===== src/rtl/rr_arb8_seg.sv =====
// Eight-way round-robin arbiter with request/done handshake and an active-low
// seven-segment display of the current owner. Optional feature macro: ARB_TIMEOUT_EN.
module rr_arb8_seg #(
   parameter int unsigned HOLD_MAX = 15
) (
   input  logic       clk,
   input  logic       rst_n,
   input  logic       en,
   input  logic [7:0] req,
   input  logic       done,
   output logic [7:0] gnt,
   output logic       gnt_valid,
   output logic [2:0] gnt_id,
   output logic [6:0] h
);

   typedef enum logic {IDLE = 1'b0, GRANT = 1'b1} state_t;

   state_t     state_r, state_s;
   logic [2:0] last_r;
   logic [7:0] gnt_r;
   logic       gnt_valid_r;
   logic [2:0] gnt_id_r;
   logic [3:0] pick_s;
   logic       release_s;
   logic       timeout_s;

   // Lowest offset from last wins; offset 8 (last itself) has the lowest priority.
   function automatic logic [3:0] rr_pick(input logic [7:0] r, input logic [2:0] from_last);
      logic [3:0] res;
      logic [2:0] idx;
      res = 4'b0000;
      for (int k = 8; k >= 1; k--) begin
         idx = from_last + 3'(k);
         if (r[idx]) begin
            res = {1'b1, idx};
         end
      end
      return res;
   endfunction

   // Segment pattern {a..g}, active-high before inversion.
   function automatic logic [6:0] seg_code(input logic [2:0] id);
      logic [6:0] code;
      case (id)
         3'd0:    code = 7'b1111110;
         3'd1:    code = 7'b0110000;
         3'd2:    code = 7'b1101101;
         3'd3:    code = 7'b1111001;
         3'd4:    code = 7'b0110011;
         3'd5:    code = 7'b1011011;
         3'd6:    code = 7'b1011111;
         3'd7:    code = 7'b1110000;
         default: code = 7'b0000000;
      endcase
      return code;
   endfunction

   if (HOLD_MAX < 1 || HOLD_MAX > 255) begin : g_hold_range
      $error("rr_arb8_seg: HOLD_MAX out of range 1..255");
   end

`ifdef ARB_TIMEOUT_EN
   logic [7:0] hold_cnt_r;

   // Grant-length counter; held at zero while idle so each grant starts fresh.
   always_ff @(posedge clk or negedge rst_n) begin
      if (!rst_n) begin
         hold_cnt_r <= 8'd0;
      end else if (state_r == GRANT) begin
         hold_cnt_r <= hold_cnt_r + 8'd1;
      end else begin
         hold_cnt_r <= 8'd0;
      end
   end

   assign timeout_s = (state_r == GRANT) && (hold_cnt_r == 8'(HOLD_MAX - 1));
`else
   assign timeout_s = 1'b0;
`endif

   assign pick_s    = rr_pick(req, last_r);
   assign release_s = done | ~req[gnt_id_r] | ~en | timeout_s;

   // Next-state selection for the two-state grant FSM.
   always_comb begin
      state_s = state_r;
      case (state_r)
         IDLE: begin
            if (en && pick_s[3]) begin
               state_s = GRANT;
            end else begin
               state_s = IDLE;
            end
         end
         GRANT: begin
            if (release_s) begin
               state_s = IDLE;
            end else begin
               state_s = GRANT;
            end
         end
         default: state_s = IDLE;
      endcase
   end

   // State and grant registers; grant fields always change on the same edge.
   always_ff @(posedge clk or negedge rst_n) begin
      if (!rst_n) begin
         state_r     <= IDLE;
         last_r      <= 3'd7;
         gnt_r       <= 8'h00;
         gnt_valid_r <= 1'b0;
         gnt_id_r    <= 3'd0;
      end else begin
         state_r <= state_s;
         if (state_r == IDLE && state_s == GRANT) begin
            gnt_r       <= 8'd1 << pick_s[2:0];
            gnt_valid_r <= 1'b1;
            gnt_id_r    <= pick_s[2:0];
            last_r      <= pick_s[2:0];
         end else if (state_r == GRANT && state_s == IDLE) begin
            gnt_r       <= 8'h00;
            gnt_valid_r <= 1'b0;
         end
      end
   end

   // Display decode from registered state only; blank while idle.
   always_comb begin
      if (gnt_valid_r) begin
         h = ~seg_code(gnt_id_r);
      end else begin
         h = 7'h7F;
      end
   end

   assign gnt       = gnt_r;
   assign gnt_valid = gnt_valid_r;
   assign gnt_id    = gnt_id_r;

endmodule


===== config.mk =====
export PLATFORM = sky130hd
export DESIGN_NAME = rr_arb8_seg
export DESIGN_NICKNAME = d
export VERILOG_FILES = /design/src/rtl/rr_arb8_seg.sv
export SDC_FILE = /design/constraint.sdc
export NUM_CORES = 1
export LEC_CHECK = 0
export CAP_MARGIN = 20
export CORE_ASPECT_RATIO = 1.2
export CORE_MARGIN = 2
export CORE_UTILIZATION = 30
export DETAILED_ROUTE_END_ITERATION = 10
export GPL_TIMING_DRIVEN = 0
export PLACE_DENSITY_LB_ADDON = 0.25
export SYNTH_ARGS = -nofsm -noshare
export SYNTH_HDL_FRONTEND = slang
export SYNTH_SLANG_ARGS = --single-unit

===== constraint.sdc =====
create_clock -name clk -period 6.33 [get_ports clk]
set_input_delay 1.266 -clock clk [delete_from_list [all_inputs] [get_ports clk]]
set_output_delay 1.266 -clock clk [all_outputs]
set_load 0.005 [all_outputs]

==> tab_implementation.tex, run 1 <==
\begin{tabular}{lr}
\hline
Metric & Value \\
\hline
\multicolumn{2}{l}{\textbf{Floorplan}} \\
Standard-cell row count & 31 \\
Core outline area & 6128 µm² \\
Area enclosed by the die boundary & 7070 µm² \\
Starting Density & 31.38\% \\
Die H & 91.71 µm \\
Number of placed I/O pins & 31 \\
Die W & 77.09 µm \\
\multicolumn{2}{l}{\textbf{Placement}} \\
Number of port buffers & 29 \\
Gp weighted congestion & 0.8713 \\
Total placed cells including tap cells & 292 \\
Post-detailed-placement half-perimeter wirelength & 3946 µm \\
\multicolumn{2}{l}{\textbf{Timing}} \\
Max-slew headroom & 51.86\% \\
Final setup violation count & 0 \\
Fin Clk Skew & 0.001650 ns \\
Summed negative setup slack over all endpoints & 0 ns \\
Share of the cycle needed by the critical path after routing & 60.38\% \\
Transition at the pin with the smallest max-transition slack & 0.7199 ns \\
Number of hold violations in the final report & 0 \\
Count of pins over their slew limit & 0 \\
Unrepaired setup endpoints after global routing & no \\
Min Tclk post-route & 3.822 ns \\
FMAX & 261.7 MHz \\
\multicolumn{2}{l}{\textbf{Flow run}} \\
Max-cap violations & 0 \\
\multicolumn{2}{l}{\textbf{Worst setup path}} \\
Cell mode on critical path & a21o\_1 \\
Crit Path Category & in -> reg \\
Worst EP arrival & 3.95 ns \\
Delay of the slowest cell on the worst path & 0.62 ns \\
Buffers and inverters on the worst path & 1 \\
Max FO, Critical Path & 9 \\
Cell breakdown of the critical path & clkdlybuf4s50\_1 -> mux4\_2 -> mux2\_2 -> a21o\_1 -> a21o\_1 -> a21boi\_2 -> mux2\_4 -> a32o\_1 \\
Critical Path Slowest Stage Cell & mux4\_2 \\
Kind of cell with the highest combined delay on the critical path & multiplexers \\
Startpoint types & input pin \\
Worst setup EP type & register \\
Data required time of the worst path & 6.46 ns \\
\multicolumn{2}{l}{\textbf{Logic synthesis}} \\
Share of the yosys chip area belonging to registers & 21.01\% \\
Cell accounting for the most synthesized area & dfrtp\_1 \\
Count of state elements after synthesis & 16 \\
Share of the synthesized area in the top cell type & 16.92\% \\
Synthesized-area fraction occupied by adder cells & 5.205\% \\
Mean Syn Cell Area & 10.62 µm² \\
Synth Area in Compound Gates & 21.80\% \\
Dominant combinational cell family by area after synthesis & multiplexers \\
Post-synthesis instance area & 1923 µm² \\
Most used flip-flop cell after synthesis & dfrtp\_1 \\
Synth unique cells & 54 \\
Syn. warnings & 0 \\
Post-synth EDFFs & 0 \\
Top area cells in the synthesized netlist & dfrtp\_1 (17\%), mux4\_2 (14\%), mux2i\_1 (9.4\%) \\
Instance count of the mapped netlist & 181 \\
Share of synthesized cell area in and, or, nand and nor gates & 10.08\% \\
Mux cell area share after synthesis & 34.55\% \\
XOR/XNOR share of the synthesized area & 1.366\% \\
Post-synthesis async set-or-reset flop share & 100.0\% \\
Number of nets in the synthesized netlist & 201 \\
\multicolumn{2}{l}{\textbf{Detailed routing}} \\
Drt first-iter violations & 97 \\
Vias per inst & 5.486 \\
Per-cell routed wire length & 17.42 µm \\
Detailed-route via count & 1624 \\
DRC violation count after routing & 0 \\
First-pass detailed-route iteration total & 4 \\
Detailed Route WL & 5156 µm \\
Antenna violation net count after detailed routing & 0 \\
\multicolumn{2}{l}{\textbf{Final layout}} \\
Antenna diode count & 0 \\
Number of nets at the end of the flow & 235 \\
Layout filler cell count & 645 \\
Area delta synth->final & 23.29\% \\
Non-filler instance count after layout & 296 \\
Layout cell share with drive strength beyond 1 & 21.96\% \\
\multicolumn{2}{l}{\textbf{GRT}} \\
Number of global-route vias before repair & 1657 \\
All-layer global routing usage & 14.96\% \\
Pin count of the biggest net entering global routing & 17 \\
Number of antenna violations at the first check in global routing & 0 \\
Total gr overflow & 0 \\
Wire length of the first global-routing pass & 8576 µm \\
\multicolumn{2}{l}{\textbf{Clock network}} \\
Clock latency of the later-clocked register in the worst-skew pair & 0.24 ns \\
Clock Sinks & 16 \\
Postcts setup bufs & 0 \\
Post-CTS sizing & 0 \\
Root buffer selected by CTS & clkbuf\_8 \\
Maximum buffer depth of the clock tree & 2 \\
H-tree levels & 1 \\
TritonCTS clock tree & done \\
Clock transition at path regs & 0.06 ns \\
Clock buffers created by TritonCTS & 3 \\
Number of buffers added to fix hold violations after cts & 0 \\
\multicolumn{2}{l}{\textbf{Pwr}} \\
Peak ir drop on the vdd network & 0.2423 mV \\
Static leakage & 0.9717 nW \\
Power Density & 627.4 nW/µm² \\
\multicolumn{2}{l}{\textbf{Worst hold path}} \\
Tightest Hold Check Type & reg -> reg \\
\multicolumn{2}{l}{\textbf{Run status}} \\
Status & complete, no violations \\
\hline
\end{tabular}
-- placed cells by master, fill, tap and decap left out, types with 2 or more instances in the layout --
cell              n
a2bb2oi_1         2
buf_2             2
a32o_1            8
and2_1            2
a21o_1            4
xor2_1            2
o21ai_0           7
mux4_2           12
mux2i_1          18
dfstp_2           3
nand3_1           4
nand2_1          17
mux2_4            4
inv_1             8
clkdlybuf4s50_1  29
ha_1              8
nor2_1            5
mux4_1            2
o21a_1            2
nor2b_1           3
buf_4             3
clkbuf_8          4
buf_6             3
clkbuf_1          3
nand2b_1          3
o2bb2ai_1         2
a21oi_1           6
dfrtp_1          13
mux2_2            8
-- worst paths after layout --
| check | startpoint | to | slack [ns] | cells past startpoint |
|---|---|---|---|---|
| setup / recovery | req[3] | gnt[2]$_DFFE_PN0P_ | 2.51 | 8 |
| hold / removal | gnt[0]$_DFFE_PN0P_ | gnt[0]$_DFFE_PN0P_ | 0.50 | 1 |
| setup reg to reg | last_r[1]$_DFFE_PN1P_ | gnt[2]$_DFFE_PN0P_ | 2.58 | 11 |
| hold reg to reg | gnt[0]$_DFFE_PN0P_ | gnt[0]$_DFFE_PN0P_ | 0.50 | 1 |
| max in group asynchronous | rst_n | gnt[4]$_DFFE_PN0P_ | 4.43 | 1 |
| min in group asynchronous | rst_n | gnt[6]$_DFFE_PN0P_ | 1.45 | 1 |
-- where the power goes --
| group | internal [mW] | switching, mW | total (mW) |
|---|---|---|---|
| clock | 0.0551 | 0.0327 | 0.0877 |
| combinational | 0.573 | 0.637 | 1.21 |
| sequential | 0.147 | 0.0424 | 0.190 |
-- through the flow --
step	util [%]	worst slack [ns]	hold WS, ns	power, mW	cell area, µm²
after global routing	38.69	2.399	0.5256	1.615	2371
final	38.69	2.508	0.4996	1.487	2371
after detailed placement	37.79	2.240	0.4869	1.401	2316
after CTS	38.69	2.499	0.5063	1.495	2371
after floorplan	-	2.957	0.4893	1.082	1923
after global placement	37.79	2.251	0.4863	1.392	2316
-- sequential cells by signal, indices dropped and copies added, names as in the netlist --
name	cells
gnt	8
gnt_id	3
gnt_valid	1
last_r	3
state_r	1
-- area by class of cell --
cell class | instances | area [µm²] | area share (%)
sequential | 16 | 404.1 | 17.04
clock buffer | 4 | 55.05 | 2.322
buffer | 12 | 81.33 | 3.430
multi-input combinational | 144 | 1404 | 59.21
inverter | 9 | 33.78 | 1.425
timing repair buffer | 29 | 290.3 | 12.24
tap | 82 | 102.6 | 4.327
-- metal layers --
layer | global-route usage (%) | wire (µm) | vias up
li1 | - | - | 776
met1 | 19.36 | 2298 | 805
met2 | 26.68 | 2657 | 37
met3 | 0.8858 | 115 | 6
met4 | 4.613 | 85 | 0
met5 | 0 | 0 | -
-- Yosys cell counts, types with 2 or more instances --
cell type and number:
mux2i_1 18, nand2_1 17, dfrtp_1 13, mux4_2 12, a32o_1 8, ha_1 8, inv_1 8, mux2_2 8
o21ai_0 7, a21oi_1 6, nor2_1 5, a21o_1 4, mux2_4 4, nand3_1 4, buf_4 3, buf_6 3
clkbuf_1 3, dfstp_2 3, nand2b_1 3, nor2b_1 3, a2bb2oi_1 2, and2_1 2, buf_2 2, mux4_1 2
o21a_1 2, o2bb2ai_1 2, xor2_1 2
-- logic make-up after synthesis --
kind of cell,after synthesis
AO/OA/AOI/OAI,49
XOR/XNOR,3
adder cells (fa/ha/maj),8
buffers and inverters,21
flip-flops,16
multiplexers,45
AND/OR/NAND/NOR,39
Power figures use the tool's default switching activity.
==> run 2, diff against run 1 <==
clock period = 3.7 ns   (was 6.33 ns; I/O delays follow)
==> run 2 against run 1 <==
- worst hold slack about the same
- largest power group unchanged
- largest cell class unchanged
- sequential share of layout area about the same
- critical path type is now reg -> reg
- first-iteration DRC count rose by 26%
- setup slack got worse by 2.3 ns
- critical path depth is 2 higher
- clock-buffer cell count unchanged
- power rose by 70%
- routed wire length down 0.60%
- core utilization down 0.061 points
==> tab_implementation.tex, run 2 (synthesis gave the netlist of run 1 again) <==
\begin{tabular}{lr}
\hline
Metric & Value \\
\hline
\multicolumn{2}{l}{\textbf{Pwr}} \\
Peak ir drop on the vdd network & 0.4137 mV (+71\%) \\
Clock group share of total power & 5.9\% (about the same) \\
Total net switching power & 1.211 mW (+70\%) \\
Total power of the final layout & 2.535 mW (+70\%) \\
Comb power frac & 80.9\% (-0.4 points) \\
Switching share of power & 47.75\% (-0.12 points) \\
Power Density & 1071 nW/µm² (+71\%) \\
Static leakage & 0.9706 nW (-0.12\%) \\
Seq pwr share & 13.2\% (+0.4 points) \\
Power Internal & 1.325 mW (+71\%) \\
\multicolumn{2}{l}{\textbf{Clock network}} \\
H-tree levels & 1 (unchanged) \\
Clock latency of the later-clocked register in the worst-skew pair & 0.24 ns (about the same) \\
Maximum buffer depth of the clock tree & 2 (unchanged) \\
Post-CTS sizing & 0 (unchanged) \\
TritonCTS clock tree & done \\
Number of buffers added to fix hold violations after cts & 0 (unchanged) \\
Clock buffers created by TritonCTS & 3 (unchanged) \\
Clock Sinks & 16 (unchanged) \\
Root buffer selected by CTS & clkbuf\_8 \\
Clock transition at path regs & 0.06 ns (about the same) \\
\multicolumn{2}{l}{\textbf{Timing}} \\
Summed negative setup slack over all endpoints & 0 ns (unchanged) \\
Max-slew headroom & 51.87\% (about the same) \\
Final setup violation count & 0 (unchanged) \\
FMAX & 287.8 MHz \\
Fin Clk Skew & 0.001752 ns (+0.0001019 ns) \\
Count of pins over their slew limit & 0 (unchanged) \\
Share of the cycle needed by the critical path after routing & 93.92\% \\
Min Tclk post-route & 3.475 ns \\
Transition at the pin with the smallest max-transition slack & 0.7197 ns (-0.0001954 ns) \\
Unrepaired setup endpoints after global routing & no \\
Number of hold violations in the final report & 0 (unchanged) \\
\multicolumn{2}{l}{\textbf{Flow run}} \\
Max-cap violations & 0 (unchanged) \\
\multicolumn{2}{l}{\textbf{Final layout}} \\
Final std cell area, no fill & 2367 µm² (-0.16\%) \\
Reg area & 404.1 µm² (unchanged) \\
Layout cell share with drive strength beyond 1 & 22.07\% (+0.10 points) \\
Number of flip-flops in the largest register & 8 (unchanged) \\
Most used cells in the layout excluding fill and tap cells & clkdlybuf4s50\_1 (29), mux2i\_1 (18), nand2\_1 (17) \\
Antenna diode count & 0 (unchanged) \\
End-of-flow core utilization & 38.63\% (-0.061 points) \\
Layout filler cell count & 645 (unchanged) \\
Multi-input gate area & 1404 µm² (unchanged) \\
Non-filler instance count after layout & 295 (-0.34\%) \\
Area delta synth->final & 23.10\% \\
Leading cell type in the layout, fill and taps excluded & clkdlybuf4s50\_1 \\
Number of nets at the end of the flow & 234 (-0.43\%) \\
\multicolumn{2}{l}{\textbf{GRT}} \\
Pin count of the biggest net entering global routing & 17 (unchanged) \\
Total gr overflow & 0 (unchanged) \\
Number of global-route vias before repair & 1651 (-0.36\%) \\
Number of antenna violations at the first check in global routing & 0 (unchanged) \\
All-layer global routing usage & 14.94\% (-0.021 points) \\
Wire length of the first global-routing pass & 8562 µm (-0.16\%) \\
\multicolumn{2}{l}{\textbf{Floorplan}} \\
Number of placed I/O pins & 31 (unchanged) \\
Die W & 77.09 µm (unchanged) \\
Area enclosed by the die boundary & 7070 µm² (unchanged) \\
Standard-cell row count & 31 (unchanged) \\
Starting Density & 31.38\% (unchanged) \\
Core outline area & 6128 µm² (unchanged) \\
Die H & 91.71 µm (unchanged) \\
\multicolumn{2}{l}{\textbf{Detailed routing}} \\
DRC violation count after routing & 0 (unchanged) \\
Antenna violation net count after detailed routing & 0 (unchanged) \\
Drt first-iter violations & 122 (+26\%) \\
Detailed-route via count & 1607 (-1.0\%) \\
Per-cell routed wire length & 17.37 µm (-0.26\%) \\
Detailed Route WL & 5125 µm (-0.60\%) \\
First-pass detailed-route iteration total & 4 (unchanged) \\
Vias per inst & 5.447 (-0.71\%) \\
\multicolumn{2}{l}{\textbf{Placement}} \\
Post-detailed-placement half-perimeter wirelength & 3946 µm (unchanged) \\
Number of port buffers & 29 (unchanged) \\
Placed Area & 2316 µm² (unchanged) \\
Total placed cells including tap cells & 292 (unchanged) \\
Gp weighted congestion & 0.8713 (unchanged) \\
\multicolumn{2}{l}{\textbf{Worst hold path}} \\
Tightest Hold Check Type & reg -> reg \\
\multicolumn{2}{l}{\textbf{Worst setup path}} \\
Max FO, Critical Path & 10 (+1) \\
Worst setup EP type & register \\
Crit Path Category & reg -> reg \\
Kind of cell with the highest combined delay on the critical path & multiplexers \\
Worst EP arrival & 3.61 ns (-0.34 ns) \\
Flop2flop setup slack & 0.23 ns (-2.35 ns) \\
Delay of the slowest cell on the worst path & 0.62 ns (about the same) \\
Data required time of the worst path & 3.83 ns (-2.63 ns) \\
Cell breakdown of the critical path & inv\_1 -> ha\_1 -> buf\_6 -> mux2\_4 -> mux4\_2 -> a21o\_1 -> a21o\_1 -> a21boi\_2 -> mux2\_4 -> a32o\_1 \\
Startpoint types & register \\
Critical Path Slowest Stage Cell & dfstp\_2 \\
Buffers and inverters on the worst path & 2 (+1) \\
\multicolumn{2}{l}{\textbf{Run status}} \\
Status & complete, no violations \\
\hline
\end{tabular}
[run 2: cell count changes in the layout (fill, tap and decap cells not counted)]
cell / change
clkbuf_1: -1
[run 2: power groups by stage]
stage	logic (mW)	registers [mW]	clock network (mW)
2_1_floorplan	1.54	0.314	0
3_3_place_gp	2.06	0.325	0
3_5_place_dp	2.07	0.328	0
4_1_cts	2.06	0.336	0.155
5_1_grt	2.25	0.348	0.163
6_report	2.05	0.335	0.150
[run 2: cell type report]
| type | instances | area share (%) |
|---|---|---|
| buffer | 11 | 3.277 |
| clock buffer | 4 | 2.326 |
| inverter | 9 | 1.427 |
| multi-input combinational | 144 | 59.30 |
| sequential | 16 | 17.07 |
| tap | 82 | 4.334 |
| timing repair buffer | 29 | 12.26 |
[run 2: final timing paths]
| path | from | endpoint | depth (start not counted) |
|---|---|---|---|
| setup / recovery | last_r[1]$_DFFE_PN1P_ | gnt[2]$_DFFE_PN0P_ | 10 |
| hold / removal | gnt[0]$_DFFE_PN0P_ | gnt[0]$_DFFE_PN0P_ | 1 |
| hold reg to reg | gnt[0]$_DFFE_PN0P_ | gnt[0]$_DFFE_PN0P_ | 1 |
| max in group asynchronous | rst_n | gnt[4]$_DFFE_PN0P_ | 1 |
| setup reg to reg | last_r[1]$_DFFE_PN1P_ | gnt[2]$_DFFE_PN0P_ | 10 |
| min in group asynchronous | rst_n | gnt[6]$_DFFE_PN0P_ | 1 |
[run 2: metal layers]
layer  GRT usage, %  routed length (µm)  vias to the layer above
met2          26.61                2663                       37
met5              0                   0                        -
met4          4.613                  57                        0
li1               -                   -                      772
met1          19.36                2265                      794
met3         0.8858                 138                        4
[run 2: repair_timing]
| action | 4_1_cts | 5_1_grt |
|---|---|---|
| hold endpoints to repair | 0 | 0 |
| setup buffers | 0 | 0 |
| setup endpoints to repair | 4 | 0 |
[run 2: stage by stage]
step	hold WS, ns	worst slack (ns)
detailed placement	0.4869	-0.04197
finish	0.4996	0.2251
global placement	0.4863	-0.04144
floorplan	0.4444	0.3271
CTS	0.5063	0.2108
global route	0.5256	0.08024
